[config.mk]
export PLATFORM = sky130hd
export DESIGN_NAME = lke_cam_cfg_tx_flat
export DESIGN_NICKNAME = d
export VERILOG_FILES = /design/src/rtl/lke_cam_cfg_tx_if.sv /design/src/rtl/lke_cam_cfg_tx.sv /design/src/flat_wrapper.sv
export SDC_FILE = /design/constraint.sdc
export NUM_CORES = 1
export LEC_CHECK = 0
export CAP_MARGIN = 0
export CORE_AREA = 3 3 369 371
export CTS_CLUSTER_SIZE = 16
export DETAILED_ROUTE_END_ITERATION = 10
export DIE_AREA = 0 0 372 374
export PLACE_DENSITY = 0.39
export SLEW_MARGIN = 20
export SYNTH_ARGS = -nofsm -noshare
export SYNTH_HDL_FRONTEND = slang
export SYNTH_SLANG_ARGS = --single-unit
export TNS_END_PERCENT = 10
[constraint.sdc]
create_clock -name clk -period 4.1 [get_ports clk]
set_clock_uncertainty 0.1 [all_clocks]
set_input_delay 0.82 -clock clk [delete_from_list [all_inputs] [get_ports clk]]
set_output_delay 0.82 -clock clk [all_outputs]
set_load 0.05 [all_outputs]
[src/rtl/lke_cam_cfg_tx_if.sv]
// ---------------------------------------------------------------------------
// lke_cam_cfg_tx_if
//   Bundles the request, entry and control-stream signals of the CAM-write
//   packet builder.
//   slave  : packet builder view (accepts requests/entries, drives AXIS out)
//   master : requester / downstream view (drives requests/entries, tready)
//   Signals:
//     req_valid/req_ready, req_stage_id[4:0], req_lookup_id[2:0],
//     req_start_idx[7:0], req_num[4:0]              write request
//     ent_valid/ent_ready, ent_data[ENTRY_W-1:0]     CAM entry stream
//     c_m_axis_tdata/tuser/tkeep/tvalid/tlast/tready control AXIS output
//     busy, done, err                                status
// ---------------------------------------------------------------------------
interface lke_cam_cfg_tx_if #(
  parameter int C_S_AXIS_DATA_WIDTH  = 512,
  parameter int C_S_AXIS_TUSER_WIDTH = 128,
  parameter int ENTRY_W              = 205
);
  logic                              req_valid;
  logic                              req_ready;
  logic [4:0]                        req_stage_id;
  logic [2:0]                        req_lookup_id;
  logic [7:0]                        req_start_idx;
  logic [4:0]                        req_num;

  logic                              ent_valid;
  logic                              ent_ready;
  logic [ENTRY_W-1:0]                ent_data;

  logic [C_S_AXIS_DATA_WIDTH-1:0]    c_m_axis_tdata;
  logic [C_S_AXIS_TUSER_WIDTH-1:0]   c_m_axis_tuser;
  logic [C_S_AXIS_DATA_WIDTH/8-1:0]  c_m_axis_tkeep;
  logic                              c_m_axis_tvalid;
  logic                              c_m_axis_tlast;
  logic                              c_m_axis_tready;

  logic                              busy;
  logic                              done;
  logic                              err;

  modport slave (
    input  req_valid, req_stage_id, req_lookup_id, req_start_idx, req_num,
    input  ent_valid, ent_data,
    input  c_m_axis_tready,
    output req_ready, ent_ready,
    output c_m_axis_tdata, c_m_axis_tuser, c_m_axis_tkeep,
    output c_m_axis_tvalid, c_m_axis_tlast,
    output busy, done, err
  );

  modport master (
    output req_valid, req_stage_id, req_lookup_id, req_start_idx, req_num,
    output ent_valid, ent_data,
    output c_m_axis_tready,
    input  req_ready, ent_ready,
    input  c_m_axis_tdata, c_m_axis_tuser, c_m_axis_tkeep,
    input  c_m_axis_tvalid, c_m_axis_tlast,
    input  busy, done, err
  );
endinterface

[src/rtl/lke_cam_cfg_tx.sv]
// ---------------------------------------------------------------------------
// lke_cam_cfg_tx
//   Builds one 512b AXIS control packet per CAM-write request: a header beat
//   carrying the control flag, module id and start index, followed by one
//   beat per CAM entry (entry left-aligned, then byte-reversed so the entry's
//   most significant byte lands in tdata[7:0]). Requests whose index range
//   falls outside the CAM are rejected with a one-cycle err pulse and produce
//   no output.
//   Ports:
//     clk, rst_n  clock, asynchronous active-low reset
//     bus         lke_cam_cfg_tx_if.slave (request, entry, AXIS, status)
// ---------------------------------------------------------------------------
module lke_cam_cfg_tx #(
  parameter int          C_S_AXIS_DATA_WIDTH  = 512,
  parameter int          C_S_AXIS_TUSER_WIDTH = 128,
  parameter int          ENTRY_W              = 205,
  parameter int          CAM_DEPTH            = 16,
  parameter logic [15:0] CTRL_FLAG            = 16'hf2f1
) (
  input  logic            clk,
  input  logic            rst_n,
  lke_cam_cfg_tx_if.slave bus
);

  localparam int         DW     = C_S_AXIS_DATA_WIDTH;
  localparam int         UW     = C_S_AXIS_TUSER_WIDTH;
  localparam int         NB     = DW / 8;
  localparam int         PAD_W  = DW - ENTRY_W;
  localparam logic [8:0] DEPTH9 = 9'(CAM_DEPTH);

  typedef enum logic [1:0] {
    IDLE = 2'd0,
    HDR  = 2'd1,
    ENT  = 2'd2,
    ERR  = 2'd3
  } state_t;

  state_t state, state_nx;

  // Output register stage
  logic [DW-1:0] tdata_p1;
  logic [UW-1:0] tuser_p1;
  logic [NB-1:0] tkeep_p1;
  logic          tlast_p1;
  logic          vld_p1;

  logic [4:0]    remaining;
  logic [15:0]   pkt_bytes;

  logic          req_ready_c;
  logic          ent_ready_c;
  logic          hdr_load;
  logic          ent_load;
  logic          req_bad;
  logic          beat_acc;
  logic [8:0]    req_end;
  logic [15:0]   req_bytes;
  logic [DW-1:0] hdr_beat;
  logic [DW-1:0] ent_beat;

  // Byte 0 of the result takes the most significant byte of v.
  function automatic logic [DW-1:0] byte_rev(input logic [DW-1:0] v);
    logic [DW-1:0] r;
    for (int i = 0; i < NB; i++) begin
      r[8*i +: 8] = v[8*(NB-1-i) +: 8];
    end
    return r;
  endfunction

  function automatic logic [UW-1:0] user_word(input logic [15:0] nbytes);
    logic [UW-1:0] u;
    u        = '0;
    u[15:0]  = nbytes;
    return u;
  endfunction

  // Request decode: 9b end index so start+num cannot wrap into range.
  assign req_end   = {1'b0, bus.req_start_idx} + {4'b0, bus.req_num};
  assign req_bad   = (bus.req_num == 5'd0)
                  || ({4'b0, bus.req_num} > DEPTH9)
                  || ({1'b0, bus.req_start_idx} >= DEPTH9)
                  || (req_end > DEPTH9);
  // Packet length in bytes: header plus one 64B beat per entry.
  assign req_bytes = {4'd0, ({1'b0, bus.req_num} + 6'd1), 6'd0};

  always_comb begin
    hdr_beat            = '0;
    hdr_beat[335:320]   = CTRL_FLAG;
    hdr_beat[375:368]   = {bus.req_stage_id, bus.req_lookup_id};
    hdr_beat[391:384]   = bus.req_start_idx;
  end

  assign ent_beat = byte_rev({bus.ent_data, {PAD_W{1'b0}}});
  assign beat_acc = vld_p1 & bus.c_m_axis_tready;

  always_ff @(posedge clk or negedge rst_n) begin
    if (!rst_n) state <= IDLE;
    else        state <= state_nx;
  end

  always_comb begin
    state_nx    = state;
    req_ready_c = 1'b0;
    ent_ready_c = 1'b0;
    hdr_load    = 1'b0;
    ent_load    = 1'b0;
    case (state)
      IDLE: begin
        // The output register is always empty here, so the header can be
        // loaded on the accept edge (header visible one cycle later).
        req_ready_c = 1'b1;
        if (bus.req_valid) begin
          state_nx = req_bad ? ERR : HDR;
          hdr_load = !req_bad;
        end
      end
      HDR: begin
        if (beat_acc) state_nx = ENT;
      end
      ENT: begin
        ent_ready_c = (remaining != 5'd0) && (!vld_p1 || bus.c_m_axis_tready);
        ent_load    = ent_ready_c && bus.ent_valid;
        if (beat_acc && tlast_p1) state_nx = IDLE;
      end
      ERR: begin
        state_nx = IDLE;
      end
      default: state_nx = IDLE;
    endcase
  end

  // ---- stage p1: output register, holds while vld_p1 && !tready ----
  always_ff @(posedge clk or negedge rst_n) begin
    if (!rst_n) begin
      tdata_p1  <= '0;
      tuser_p1  <= '0;
      tkeep_p1  <= '0;
      tlast_p1  <= 1'b0;
      vld_p1    <= 1'b0;
      remaining <= 5'd0;
      pkt_bytes <= 16'd0;
    end else if (hdr_load) begin
      tdata_p1  <= hdr_beat;
      tuser_p1  <= user_word(req_bytes);
      tkeep_p1  <= '1;
      tlast_p1  <= 1'b0;
      vld_p1    <= 1'b1;
      remaining <= bus.req_num;
      pkt_bytes <= req_bytes;
    end else if (ent_load) begin
      tdata_p1  <= ent_beat;
      tuser_p1  <= user_word(pkt_bytes);
      tkeep_p1  <= '1;
      tlast_p1  <= (remaining == 5'd1);
      vld_p1    <= 1'b1;
      remaining <= remaining - 5'd1;
    end else if (bus.c_m_axis_tready) begin
      vld_p1    <= 1'b0;
      tlast_p1  <= 1'b0;
    end
  end

  assign bus.c_m_axis_tdata  = tdata_p1;
  assign bus.c_m_axis_tuser  = tuser_p1;
  assign bus.c_m_axis_tkeep  = tkeep_p1;
  assign bus.c_m_axis_tlast  = tlast_p1;
  assign bus.c_m_axis_tvalid = vld_p1;

  // req_ready is gated by rst_n so every output reads 0 while in reset.
  assign bus.req_ready = req_ready_c & rst_n;
  assign bus.ent_ready = ent_ready_c;
  assign bus.busy      = (state != IDLE);
  assign bus.done      = beat_acc & tlast_p1;
  assign bus.err       = (state == ERR);

endmodule

[src/flat_wrapper.sv]
// flat-port wrapper written by rule: the top's interface ports become plain ports
module lke_cam_cfg_tx_flat 
#(
  parameter int          C_S_AXIS_DATA_WIDTH  = 512,
  parameter int          C_S_AXIS_TUSER_WIDTH = 128,
  parameter int          ENTRY_W              = 205,
  parameter int          CAM_DEPTH            = 16,
  parameter logic [15:0] CTRL_FLAG            = 16'hf2f1
)
  (clk, rst_n, bus_req_valid, bus_req_stage_id, bus_req_lookup_id, bus_req_start_idx, bus_req_num, bus_ent_valid, bus_ent_data, bus_c_m_axis_tready, bus_req_ready, bus_ent_ready, bus_c_m_axis_tdata, bus_c_m_axis_tuser, bus_c_m_axis_tkeep, bus_c_m_axis_tvalid, bus_c_m_axis_tlast, bus_busy, bus_done, bus_err);
  lke_cam_cfg_tx_if #(.C_S_AXIS_DATA_WIDTH(C_S_AXIS_DATA_WIDTH), .C_S_AXIS_TUSER_WIDTH(C_S_AXIS_TUSER_WIDTH), .ENTRY_W(ENTRY_W)) bus_i ();
  input  logic clk;
  input  logic rst_n;
  input wire logic [$bits(bus_i.req_valid)-1:0] bus_req_valid;
  input wire logic [$bits(bus_i.req_stage_id)-1:0] bus_req_stage_id;
  input wire logic [$bits(bus_i.req_lookup_id)-1:0] bus_req_lookup_id;
  input wire logic [$bits(bus_i.req_start_idx)-1:0] bus_req_start_idx;
  input wire logic [$bits(bus_i.req_num)-1:0] bus_req_num;
  input wire logic [$bits(bus_i.ent_valid)-1:0] bus_ent_valid;
  input wire logic [$bits(bus_i.ent_data)-1:0] bus_ent_data;
  input wire logic [$bits(bus_i.c_m_axis_tready)-1:0] bus_c_m_axis_tready;
  output wire logic [$bits(bus_i.req_ready)-1:0] bus_req_ready;
  output wire logic [$bits(bus_i.ent_ready)-1:0] bus_ent_ready;
  output wire logic [$bits(bus_i.c_m_axis_tdata)-1:0] bus_c_m_axis_tdata;
  output wire logic [$bits(bus_i.c_m_axis_tuser)-1:0] bus_c_m_axis_tuser;
  output wire logic [$bits(bus_i.c_m_axis_tkeep)-1:0] bus_c_m_axis_tkeep;
  output wire logic [$bits(bus_i.c_m_axis_tvalid)-1:0] bus_c_m_axis_tvalid;
  output wire logic [$bits(bus_i.c_m_axis_tlast)-1:0] bus_c_m_axis_tlast;
  output wire logic [$bits(bus_i.busy)-1:0] bus_busy;
  output wire logic [$bits(bus_i.done)-1:0] bus_done;
  output wire logic [$bits(bus_i.err)-1:0] bus_err;
  assign bus_i.req_valid = bus_req_valid;
  assign bus_i.req_stage_id = bus_req_stage_id;
  assign bus_i.req_lookup_id = bus_req_lookup_id;
  assign bus_i.req_start_idx = bus_req_start_idx;
  assign bus_i.req_num = bus_req_num;
  assign bus_i.ent_valid = bus_ent_valid;
  assign bus_i.ent_data = bus_ent_data;
  assign bus_i.c_m_axis_tready = bus_c_m_axis_tready;
  assign bus_req_ready = bus_i.req_ready;
  assign bus_ent_ready = bus_i.ent_ready;
  assign bus_c_m_axis_tdata = bus_i.c_m_axis_tdata;
  assign bus_c_m_axis_tuser = bus_i.c_m_axis_tuser;
  assign bus_c_m_axis_tkeep = bus_i.c_m_axis_tkeep;
  assign bus_c_m_axis_tvalid = bus_i.c_m_axis_tvalid;
  assign bus_c_m_axis_tlast = bus_i.c_m_axis_tlast;
  assign bus_busy = bus_i.busy;
  assign bus_done = bus_i.done;
  assign bus_err = bus_i.err;
  lke_cam_cfg_tx #(.C_S_AXIS_DATA_WIDTH(C_S_AXIS_DATA_WIDTH), .C_S_AXIS_TUSER_WIDTH(C_S_AXIS_TUSER_WIDTH), .ENTRY_W(ENTRY_W), .CAM_DEPTH(CAM_DEPTH), .CTRL_FLAG(CTRL_FLAG)) u_core (.clk(clk), .rst_n(rst_n), .bus(bus_i));
endmodule
==> results of run 1 <==
==> kinds of logic after synthesis <==
logic type | after synthesis | share of synthesized area, %
and+or+nand+nor | 479 | 13.7
AOI/OAI and AO/OA | 254 | 10.0
muxes | 4 | 0.295
buffers and inverters | 562 | 29.6
other | 1 | 0.0276
xor gates and xnor gates | 7 | 0.451
DFF | 244 | 44.9
adders and majority gates | 11 | 1.07
==> through the flow <==
step / setup WS [ps] / cells / hold slack, ps / util [%]
floorplan: 1150 / 1964 / 351 / -
global placement: 155 / 3757 / 373 / 14.4
detailed placement: 212 / 3757 / 378 / 14.4
CTS: 429 / 3818 / 390 / 15.3
global route: 323 / 3818 / 409 / 15.3
finish: 414 / 3821 / 391 / 15.3
==> routing by layer <==
layer,vias to the layer above,global-route usage [%]
met3,73,3.24
met1,5107,10.3
met2,493,12.1
met5,-,0
li1,5018,-
met4,4,2.22
==> cells in the mapped netlist (3+ instances only) <==
cell type	instances
sky130_fd_sc_hd__and2_1	7
sky130_fd_sc_hd__buf_2	30
sky130_fd_sc_hd__a21oi_1	216
sky130_fd_sc_hd__a211oi_1	4
sky130_fd_sc_hd__nor3_1	3
sky130_fd_sc_hd__nand2_1	443
sky130_fd_sc_hd__nor2_1	11
sky130_fd_sc_hd__mux2i_1	4
sky130_fd_sc_hd__and3_1	3
sky130_fd_sc_hd__clkbuf_1	24
sky130_fd_sc_hd__inv_1	10
sky130_fd_sc_hd__ha_1	10
sky130_fd_sc_hd__nand3_1	3
sky130_fd_sc_hd__o21ai_0	21
sky130_fd_sc_hd__buf_4	498
sky130_fd_sc_hd__dfrtp_1	244
sky130_fd_sc_hd__xnor2_1	3
sky130_fd_sc_hd__xor2_1	4
==> worst max-delay path, cell delays in order <==
cell and delay [ps]:
sky130_fd_sc_hd__clkdlybuf4s50_1 600, sky130_fd_sc_hd__inv_1 110, sky130_fd_sc_hd__nor3_1 340, sky130_fd_sc_hd__clkdlybuf4s50_1 900
==> report_power, final <==
| group | internal, mW | total (mW) | switching, mW |
|---|---|---|---|
| Sequential | 3.41 | 4.05 | 0.637 |
| Combinational | 2.62 | 8.96 | 6.34 |
| Clock | 1.83 | 3.10 | 1.27 |
==> state kept, by name (all words and copies together) (netlist names) <==
name,cells
u_core.pkt_bytes,6
u_core.bus.c_m_axis_tkeep,1
u_core.state,2
u_core.bus.c_m_axis_tdata,222
u_core.bus.c_m_axis_tvalid,1
u_core.remaining,5
u_core.bus.c_m_axis_tuser,6
u_core.bus.c_m_axis_tlast,1
==> how the worst max path moves through the flow <==
stage	from	cells after the start	endpoint	slack, ps
6_report	bus_c_m_axis_tready	4	bus_done	410
5_1_grt	bus_c_m_axis_tready	4	bus_done	320
4_1_cts	bus_c_m_axis_tready	4	bus_done	430
3_5_place_dp	bus_req_start_idx[0]	10	u_core.remaining[2]	210
3_3_place_gp	bus_req_start_idx[0]	10	u_core.remaining[2]	150
2_1_floorplan	bus_req_num[0]	9	u_core.remaining[2]	1150
==> cell type report <==
| class | instances | share of cell area (%) |
|---|---|---|
| timing repair buffer | 578 | 28.9 |
| tap | 1768 | 10.9 |
| clock inverter | 14 | 0.676 |
| multi-input combinational | 1158 | 24.5 |
| clock buffer | 46 | 4.86 |
| sequential | 244 | 30.0 |
| antenna | 3 | 0.0369 |
| inverter | 10 | 0.184 |
==> results.txt, run 1 <==
----------------------------------------------------
[Route]
  Count of unresolved DRC violations after routing ... 0
  Total wirelength of the detailed-routed design ... 58600 um
  Count of nets left with antenna violations after detail routing ... 0
  Highest layer used for signal routing ... met5
  Routed metal-1 wirelength ... 25100 um
  Average via count per standard cell ... 2.80
  Wire length on met3 ... 5940 um
  Average wire length per cell after detail routing ... 15.3 um
  Routed via count ... 10700
  Met2 WL ... 26100 um
  Detailed-router iteration count before antenna repair ... 4
  DRC marker count from the first detailed-route iteration ... 424

[Logic synthesis]
  Fraction of registers with async set or reset after synthesis ... 100%
  Synth warn ... 0
  Leading area contributor after synthesis ... sky130_fd_sc_hd__dfrtp_1
  Ys flop type ... sky130_fd_sc_hd__dfrtp_1
  Number of enable flip-flop cells after synthesis ... 0
  Count of cell types in the netlist ... 38
  Top cells by area, synth ... sky130_fd_sc_hd__dfrtp_1, sky130_fd_sc_hd__buf_4, sky130_fd_sc_hd__nand2_1, sky130_fd_sc_hd__a21oi_1, sky130_fd_sc_hd__buf_2
  Share of synthesized area occupied by flip-flops and latches ... 44.9%
  Cell Area, Synth ... 13600 um2
  Cells after Synth ... 1562
  Average cell area after synthesis ... 8.70 um2
  Fraction of post-synthesis cell area in the top cell type by area ... 44.9%
  #FFs+latches synth ... 244

[Finish]
  Area of all placed cells without fillers ... 20400 um2
  Number of nets in the final layout ... 2270
  Share of post-route cells with drive strength above 1 ... 4.98%
  Layout area overhead ... 49.8%
  Most common library cell in the layout ignoring fill and taps ... sky130_fd_sc_hd__clkdlybuf4s50_1
  Filler instances ... 15200
  Commonest non-fill, non-tap cells in the layout ... sky130_fd_sc_hd__clkdlybuf4s50_1, sky130_fd_sc_hd__nand2_1, sky130_fd_sc_hd__conb_1
  Multi-input gate area in the final layout ... 4990 um2
  Sequential cell area ... 6110 um2

[STA]
  Slew margin rel. ... 35.0%
  Count of final max-slew check failures ... 0
  RSZ-0062 raised after global routing ... false
  Setup violators final ... 0
  Peak clock frequency supported by timing ... 271 MHz
  Min Clock Period, post-route ... 3690 ps
  Final sum of negative setup slack ... 0 ps
  Part of the cycle the worst path needs ... 89.9%
  Transition time at the pin with the least slew margin ... 976 ps
  Final Hold Vio Count ... 0

[Worst hold path]
  Endpoint with the worst hold slack ... u_core.bus.c_m_axis_tdata[389]
  HP Class ... reg2reg
  Number of cells traversed by the worst hold path ... 1
  Worst hold path startpoint ... u_core.bus.c_m_axis_tdata[389]

[Worst setup path]
  Destination of the worst register-to-register timing path ... u_core.bus.c_m_axis_tdata[104]
  Max Fanout on Critical Path ... 5
  Worst reg-to-reg path cell count ... 7
  Arrival time reported for the critical path endpoint ... 2770 ps
  Setup crit start kind ... primary input
  Critical register-to-register path startpoint ... u_core.remaining[2]
  Crit Path Class ... in2out
  Crit path capture type ... output port
  Data required time at the worst endpoint ... 3180 ps
  R2R setup slack ... 1480 ps

[Power and ir drop]
  Final total power ... 16.1 mW
  Leak ... 8.71 nW
  Highest ir drop seen on vdd ... 0.372 mV
  P per Cell Area ... 791 nW/um2

[CTS]
  Clock Tree Buf Depth ... 3
  Post-CTS setup buffers ... 0
  Number of instances resized during post-cts repair ... 0
  Maximum level of the CTS H-tree ... 2
  Clock-pin slew reported for the worst setup and hold paths after clock tree synthesis ... 50 ps
  TritonCTS buffer count ... 36
  Number of clock sinks ... 244
  Worst-skew pair later-pin latency ... 570 ps
  Clock tree from TritonCTS ... done
  Cts-stage hold buffer count ... 1
  Buffer cell driving the clock tree root ... sky130_fd_sc_hd__clkbuf_16

[Global routing]
  Global-route wire length before repair ... 80200 um
  Number of global-route vias before repair ... 10400
  Gr ovfl total ... 0
  Global-route usage over all layers ... 7.96%
  Pin count of the biggest net entering global routing ... 129
  Initial antenna violation count ... 12

[Die]
  Initial standard-cell utilization of the core ... 10.2%
  Chip Height ... 374 um
  Number of cell rows ... 134
  Core area ... 133000 um2
  Width of the chip ... 372 um
  Die area ... 139000 um2
  I/O pin count ... 942

[Status]
  Result of the run ... finished clean

[Placement]
  Total placed instance area ... 19200 um2
  IO buf count ... 538
  Routability congestion estimate from global placement ... 0.737
  Estimated wirelength of the detail-placed design ... 45100 um

[Run]
  Number of maximum-capacitance violations ... 0

----------------------------------------------------
Power figures use the tool's default switching activity.
==> run 2, diff against run 1 <==
--- a/config.mk
+++ b/config.mk
@@ -7,6 +7,7 @@
 export LEC_CHECK = 0
 export CAP_MARGIN = 0
 export CORE_AREA = 3 3 369 371
+export CTS_CLUSTER_DIAMETER = 30
 export CTS_CLUSTER_SIZE = 16
 export DETAILED_ROUTE_END_ITERATION = 10
 export DIE_AREA = 0 0 372 374
==> run 2 against run 1 <==
Core utilization increased by 1.5 points. Routed wire length is 1.8% higher. Sequential share of layout area down 2.6 points. Die area unchanged. Critical path depth unchanged. Register-to-register slack worse by 40 ps. Count of clock-buffer cells in the layout increased by 87. Total power increased by 23%. Clock power increased by 120%. Hold slack better by 4.0 ps. Sequential cell count unchanged. Cell count increased by 2.7%. Critical endpoint unchanged. Largest power group unchanged.
==> results.txt, run 2 (synthesis results as in run 1) <==
----------------------------------------------------
[Worst setup path]
  Arrival time reported for the critical path endpoint ... 2760 ps
  Series of cell instances along the critical path ... clkdlybuf4s50_1 -> inv_1 -> nor3_1 -> clkdlybuf4s50_1
  Setup crit start kind ... primary input
  Cell family contributing the most delay on the critical path ... buffers and inverters
  Max Fanout on Critical Path ... 5
  Count of cell instances traversed by the critical path ... 4
  Most Frequent Cell on Critical Path ... sky130_fd_sc_hd__clkdlybuf4s50_1
  Slowest stage cell on the critical path ... sky130_fd_sc_hd__clkdlybuf4s50_1
  Data required time at the worst endpoint ... 3180 ps
  Buffers & Inverters on Critical Path ... 3
  Crit Path Class ... in2out
  Largest stage delay on the critical path ... 900 ps
  Crit path capture type ... output port
  Worst reg-to-reg path cell count ... 7

[Worst hold path]
  HP Class ... reg2reg
  Number of cells traversed by the worst hold path ... 1

[Global routing]
  Initial antenna violation count ... 12
  Global-route wire length before repair ... 82200 um
  Global-route usage over all layers ... 8.19%
  Pin count of the biggest net entering global routing ... 129
  Gr ovfl total ... 0
  Number of global-route vias before repair ... 11000

[Power and ir drop]
  Final total power ... 19.8 mW
  Internal power ... 10.8 mW
  Share of power burned in combinational logic ... 45.3%
  P per Cell Area ... 885 nW/um2
  Share of total power in sequential cells ... 20.5%
  Switching power ... 8.94 mW
  Highest ir drop seen on vdd ... 0.432 mV
  Switching Share ... 45.2%
  Leak ... 9.71 nW
  Relative contribution of the clock network to total power ... 34.2%

[Placement]
  Estimated wirelength of the detail-placed design ... 45100 um
  Routability congestion estimate from global placement ... 0.737
  IO buf count ... 538

[Die]
  Number of cell rows ... 134
  Core area ... 133000 um2
  Chip Height ... 374 um
  Die area ... 139000 um2
  Width of the chip ... 372 um
  Initial standard-cell utilization of the core ... 10.2%
  I/O pin count ... 942

[STA]
  RSZ-0062 raised after global routing ... false
  Final sum of negative setup slack ... 0 ps
  Part of the cycle the worst path needs ... 89.8%
  Setup violators final ... 0
  Slew margin rel. ... 35.1%
  Min Clock Period, post-route ... 3680 ps
  Peak clock frequency supported by timing ... 272 MHz
  Count of final max-slew check failures ... 0
  Transition time at the pin with the least slew margin ... 974 ps
  Final Hold Vio Count ... 0

[CTS]
  Buffer cell driving the clock tree root ... sky130_fd_sc_hd__clkbuf_16
  Cts-stage hold buffer count ... 1
  Post-CTS setup buffers ... 0
  Clock Tree Buf Depth ... 3
  Number of instances resized during post-cts repair ... 0
  TritonCTS buffer count ... 91
  Number of clock sinks ... 244
  Clock-pin slew reported for the worst setup and hold paths after clock tree synthesis ... 40 ps
  Maximum level of the CTS H-tree ... 3
  Clock tree from TritonCTS ... done
  Worst-skew pair later-pin latency ... 630 ps

[Route]
  Detailed-router iteration count before antenna repair ... 4
  Count of nets left with antenna violations after detail routing ... 0
  Count of unresolved DRC violations after routing ... 0
  DRC marker count from the first detailed-route iteration ... 465
  Average via count per standard cell ... 2.83
  Average wire length per cell after detail routing ... 15.2 um
  Total wirelength of the detailed-routed design ... 59600 um
  Routed via count ... 11100

[Finish]
  Most common library cell in the layout ignoring fill and taps ... sky130_fd_sc_hd__clkdlybuf4s50_1
  Number of flip-flops in the largest register ... 222
  Layout area overhead ... 64.3%
  Commonest non-fill, non-tap cells in the layout ... sky130_fd_sc_hd__clkdlybuf4s50_1, sky130_fd_sc_hd__nand2_1, sky130_fd_sc_hd__conb_1
  Number of nets in the final layout ... 2325
  Share of post-route cells with drive strength above 1 ... 9.46%

[Status]
  Result of the run ... finished clean

[Run]
  Number of maximum-capacitance violations ... 0

----------------------------------------------------
## run 2: path summary, 6_finish.rpt
kind                                                  end  slack [ps]                            from
setup / recovery                                 bus_done         420             bus_c_m_axis_tready
hold / removal             u_core.bus.c_m_axis_tdata[391]         400  u_core.bus.c_m_axis_tdata[391]
setup reg to reg           u_core.bus.c_m_axis_tdata[104]        1440             u_core.remaining[2]
hold reg to reg            u_core.bus.c_m_axis_tdata[391]         400  u_core.bus.c_m_axis_tdata[391]
max in group asynchronous   u_core.bus.c_m_axis_tdata[66]        2300                           rst_n
min in group asynchronous  u_core.bus.c_m_axis_tdata[116]         510                           rst_n
## run 2: cell type report
cell class / count / area [um2]
fill: 15000 / 111000
sequential: 244 / 6110
timing repair buffer: 578 / 5880
multi-input combinational: 1158 / 4990
clock buffer: 133 / 2770
tap: 1768 / 2210
clock inverter: 34 / 325
inverter: 10 / 37.5
antenna: 1 / 2.50
## run 2: layer usage
layer | up-vias | routed length (um) | GRT usage (%)
li1 | 5173 | - | -
met1 | 5249 | 25000 | 10.2
met2 | 570 | 26500 | 12.1
met3 | 104 | 6420 | 3.81
met4 | 4 | 1740 | 3.39
met5 | - | 31 | 0
## run 2: per-stage QoR
step	std cells	worst slack (ps)	util (%)	hold slack, ps	cell area (um2)
after floorplan	1964	1150	-	351	15100
after global placement	3757	155	14.4	373	19200
after detailed placement	3757	212	14.4	378	19200
after CTS	3925	407	16.7	398	22300
after global routing	3925	323	16.7	412	22300
final	3926	418	16.7	395	22300
## run 2: power groups by stage
| stage | sequential, mW | clock, mW | combinational, mW |
|---|---|---|---|
| finish | 4.05 | 6.76 | 8.95 |
| global route | 4.20 | 7.15 | 9.50 |
| CTS | 4.07 | 7.00 | 9.10 |
| detailed placement | 4.08 | 0 | 9.08 |
| global placement | 4.05 | 0 | 9.10 |
| floorplan | 7.24 | 0 | 2.91 |
